[config.mk]
export PLATFORM = sky130hd
export DESIGN_NAME = mult_control
export DESIGN_NICKNAME = d
export VERILOG_FILES = /design/src/rtl/mult_pkg.sv /design/src/rtl/sync2.sv /design/src/rtl/mult_control.sv
export SDC_FILE = /design/constraint.sdc
export NUM_CORES = 1
export LEC_CHECK = 0
export CAP_MARGIN = 20
export CORE_AREA = 2 2 39 41
export CTS_CLUSTER_DIAMETER = 200
export DETAILED_ROUTE_END_ITERATION = 10
export DIE_AREA = 0 0 41 43
export GPL_TIMING_DRIVEN = 0
export SYNTH_ARGS = -nofsm -noshare
export SYNTH_HDL_FRONTEND = slang
export SYNTH_SLANG_ARGS = --single-unit
[constraint.sdc]
create_clock -name Clk -period 1.5 [get_ports Clk]
set_clock_uncertainty 0.15 [all_clocks]
set_input_delay 0.3 -clock Clk [delete_from_list [all_inputs] [get_ports Clk]]
set_output_delay 0.3 -clock Clk [all_outputs]
set_load 0.1 [all_outputs]
[src/rtl/mult_pkg.sv]
// Shared types and constants for the add-shift multiplier controller.
// Provides the controller state encoding and the default operand width.
package mult_pkg;

    localparam int MULT_N_BITS = 8;

    typedef enum logic [2:0] {
        IDLE,
        LOAD,
        CLEAR,
        ADD,
        SHIFT,
        HOLD
    } ctrl_state_t;

    // Iteration counter width; never narrower than one bit.
    function automatic int cnt_width(input int n);
        return (n > 1) ? $clog2(n) : 1;
    endfunction

endpackage

[src/rtl/sync2.sv]
// One-bit two-flop synchronizer with synchronous active-high reset.
// Used for the controller's level inputs when MULT_CTRL_RUN_SYNC_EN is defined.
module sync2 (
    input  logic Clk,
    input  logic Reset,
    input  logic d,
    output logic q
);

    logic meta;

    always_ff @(posedge Clk) begin
        if (Reset) begin
            meta <= 1'b0;
            q    <= 1'b0;
        end else begin
            meta <= d;
            q    <= meta;
        end
    end

endmodule

[src/rtl/mult_control.sv]
// Sequencing controller for the signed add-shift multiplier datapath.
// Optional MULT_CTRL_RUN_SYNC_EN puts Run and ClearA_LoadB through 2-flop synchronizers.
module mult_control
    import mult_pkg::*;
#(
    parameter int N_BITS = MULT_N_BITS
) (
    input  logic Clk,
    input  logic Reset,
    input  logic Run,
    input  logic ClearA_LoadB,
    input  logic M,
    output logic Clr_Ld,
    output logic Clear_AX,
    output logic Add,
    output logic Sub,
    output logic Shift,
    output logic Busy,
    output logic Done
);

    localparam int CNT_W = cnt_width(N_BITS);
    localparam logic [CNT_W-1:0] LAST_CNT = CNT_W'(N_BITS - 1);

    logic run_req;
    logic load_req;

`ifdef MULT_CTRL_RUN_SYNC_EN
    sync2 u_sync_run (
        .Clk   (Clk),
        .Reset (Reset),
        .d     (Run),
        .q     (run_req)
    );

    sync2 u_sync_load (
        .Clk   (Clk),
        .Reset (Reset),
        .d     (ClearA_LoadB),
        .q     (load_req)
    );
`else
    assign run_req  = Run;
    assign load_req = ClearA_LoadB;
`endif

    ctrl_state_t state, state_next;
    logic [CNT_W-1:0] cnt, cnt_next;
    logic last_iter;

    assign last_iter = (cnt == LAST_CNT);

    always_ff @(posedge Clk) begin
        if (Reset) begin
            state <= IDLE;
            cnt   <= '0;
        end else begin
            state <= state_next;
            cnt   <= cnt_next;
        end
    end

    // Add/Sub are the only Mealy outputs; the last iteration subtracts to fix the sign.
    always_comb begin
        state_next = state;
        cnt_next   = cnt;
        Clr_Ld     = 1'b0;
        Clear_AX   = 1'b0;
        Add        = 1'b0;
        Sub        = 1'b0;
        Shift      = 1'b0;
        Busy       = 1'b0;
        Done       = 1'b0;

        unique case (state)
            IDLE: begin
                if (run_req) begin
                    state_next = CLEAR;
                end else if (load_req) begin
                    state_next = LOAD;
                end
            end
            LOAD: begin
                Clr_Ld     = 1'b1;
                state_next = IDLE;
            end
            CLEAR: begin
                Clear_AX   = 1'b1;
                Busy       = 1'b1;
                cnt_next   = '0;
                state_next = ADD;
            end
            ADD: begin
                Busy       = 1'b1;
                Add        = M & ~last_iter;
                Sub        = M & last_iter;
                state_next = SHIFT;
            end
            SHIFT: begin
                Shift = 1'b1;
                Busy  = 1'b1;
                if (last_iter) begin
                    state_next = HOLD;
                end else begin
                    cnt_next   = cnt + CNT_W'(1);
                    state_next = ADD;
                end
            end
            HOLD: begin
                Done = 1'b1;
                if (!run_req) begin
                    state_next = IDLE;
                end
            end
            default: begin
                state_next = IDLE;
            end
        endcase
    end

endmodule

==> flow_summary.toml <==
[worst_setup_path]
rrSetupSlack_ns = -0.09
critPathRequiredTime_ns = 1.05
r2r-start = "cnt[0]$_SDFFE_PP0P_"
critPathKind = "flip-flop to output port"
reg2regPathDepth = 6
start_kind = "flip-flop"
worst_ep_arrival_time_ns = 1.25
critPathMaxFanout = 7
worstReg2RegEnd = "cnt[0]$_SDFFE_PP0P_"
worst_setup_path_end_kind = "output port"

[drt]
first_pass_iters = 2
viasPerCell = 4.51
ant_nets = 0
vias = 383
drc_errors = 0
wl_per_cell_microns = 11.5
wl_microns = 981
drtIter0Drc = 2

[worst_hold_path]
min_path_type = "flip-flop to flip-flop"
min_delay_worst_endpoint = "cnt[1]$_SDFFE_PP0P_"
hold_depth = 1
hold_start = "cnt[1]$_SDFFE_PP0P_"

[synth]
synthCells = 41
yosysTopAreaCell = "dfxtp_1"
netlist_top_cells_area = "dfxtp_1, ha_1, nor3b_4"
post-synth-top-count-cell = "dfxtp_1"
synthTopCellsByCount = "dfxtp_1, ha_1, nor2_1, o21ai_0"
synthesis.nets = 49
async_reset_ff_frac = 0
synth_ff_type = "dfxtp_1"
syn-cell-area_sq_um = 414
ys_types = 24
synth_top_area_frac = 0.290
yosys_warnings = 0
synth_edf_count = 0
yosysSeqAreaShare = 0.290
syn_area_per_cell_sq_um = 10.1
ys_seq_elements = 6

[grt]
grt_pass1_wl_microns = 1640
grt_overflow = 0
antenna_found_initial = 0
grt_max_degree = 9
grtUsageTotal = 0.137
grt_pass1_vias = 384

[timing]
period_share = 1.13
worst_slack_ns = -0.198
relSlewSlack = 0.837
rsz0062_at_grt = "true"
slew_viol_final = 0
fmax_mhz = 589
min_period_ns = 1.70
tightest_slew_ns = 0.243
hold_slack_ns = 0.354
tns_ns = -1.40
timing_hold_violations_final = 0
final-setup-viol-count = 10

[clocking]
clock_latency_ns = 0.24
cts-root-buf = "clkbuf_4"
hold_buffers = 0
numCtsBuffers = 3
cts_tree = "built"
cts_max_level = 1
cts.sinks = 6
clockBufferDepth = 2
path_clk_slew_ns = 0.05

[floorplanning]
start_util = 0.299
dieWidth_microns = 41
die-area_sq_um = 1760
ios = 12
die_h_microns = 43
fp-row-count = 14
core_sq_um = 1380

[power]
peakVddDrop_mv = 0.474
p_total_uw = 561
p_per_area_nw_per_um2 = 684
leakagePower_nw = 0.330

[place]
postPlaceCellArea_sq_um = 568
gp_congestion = 0.669
dpl.cell_count = 68
dp_slack_ns = -1.13
port_buffers = 11

[job]
max-cap-violations = 0

[finish]
area_growth_pct = 97.9
num-nets-final = 79
fin_cells = 85
fin_util = 0.592
finalInstanceArea_sq_um = 820
n_fill_cell = 121
drive_above_1_share = 0.710
multi_input_area_sq_um = 342
n_antenna_cell = 0
regArea_sq_um = 126

[run_status]
status = "complete, but fails checks"
violations = "negative setup slack"
-- placed cells by master (no fill, tap or decap) --
master / instances
and3b_2: 2
ha_4: 2
nor3b_2: 2
nor3_2: 1
buf_6: 6
nand2_1: 1
o31ai_1: 1
nor2b_1: 1
or2_4: 1
buf_12: 5
nand3_4: 1
dfxtp_2: 5
nor3b_4: 2
nand2b_1: 1
inv_1: 1
buf_4: 13
dfxtp_1: 1
clkdlybuf4s50_1: 4
nor3_1: 1
a21oi_1: 2
a22o_1: 2
clkbuf_4: 3
o21ai_0: 3
nand3b_1: 1
mux2_4: 1
nor4b_4: 1
nor2b_4: 1
nor2_4: 2
ha_2: 1
nor2_1: 1
-- power breakdown --
group | switching, mW | total [mW] | internal, mW
Sequential | 0.00375 | 0.171 | 0.167
Clock | 0.0600 | 0.151 | 0.0906
Combinational | 0.128 | 0.239 | 0.111
-- critical path, stage by stage, from the launching register on --
cell	delay (ns)
dfxtp_2	0.32
buf_6	0.13
nor2b_4	0.15
nand3_4	0.11
nor2_4	0.11
buf_12	0.18
-- registers in the layout (all words and copies together) (netlist names) --
signal and cells:
state 3, cnt 3
-- area by class of cell --
cell class              instances  share of cell area
clock buffers                   3              0.0275
well taps                      16              0.0244
repair buffers                 25               0.331
inverters                       1             0.00458
flip-flops and latches          6               0.154
plain buffers                   3              0.0412
multi-input cells              31               0.417
-- worst max-delay path by stage --
| stage | startpoint | to | cells after the start |
|---|---|---|---|
| CTS | state[2]$_SDFFE_PP0P_ | Sub | 5 |
| finish | state[2]$_SDFFE_PP0P_ | Sub | 5 |
| global route | state[1]$_SDFFE_PP0P_ | Sub | 5 |
| floorplan | state[0]$_SDFFE_PP0P_ | Busy | 3 |
| detailed placement | M | Sub | 4 |
| global placement | M | Add | 4 |
-- metal layers --
layer | global-route usage | share of wire | vias up
met5 | 0 | 0 | -
met4 | 0.0800 | 0.011 | 0
met3 | 0.0366 | 0.038 | 2
met2 | 0.188 | 0.51 | 7
met1 | 0.184 | 0.43 | 170
li1 | - | - | 204
-- timing repair --
action | 4_1_cts | 5_1_grt
buffers inserted | 12 | 2
pin swaps | 7 | 7
setup endpoints to repair | 10 | 10
resized for setup | 72 | 4
-- kinds of logic after synthesis --
family                   count (synthesis)  synth area share
adder cells (fa/ha/maj)                  3            0.0906
multiplexers                             1            0.0362
buffers and inverters                    4            0.0755
AND/OR/NAND/NOR                         19             0.387
flip-flops                               6             0.290
AO/OA/AOI/OAI                            8             0.121
Power figures use the tool's default switching activity.
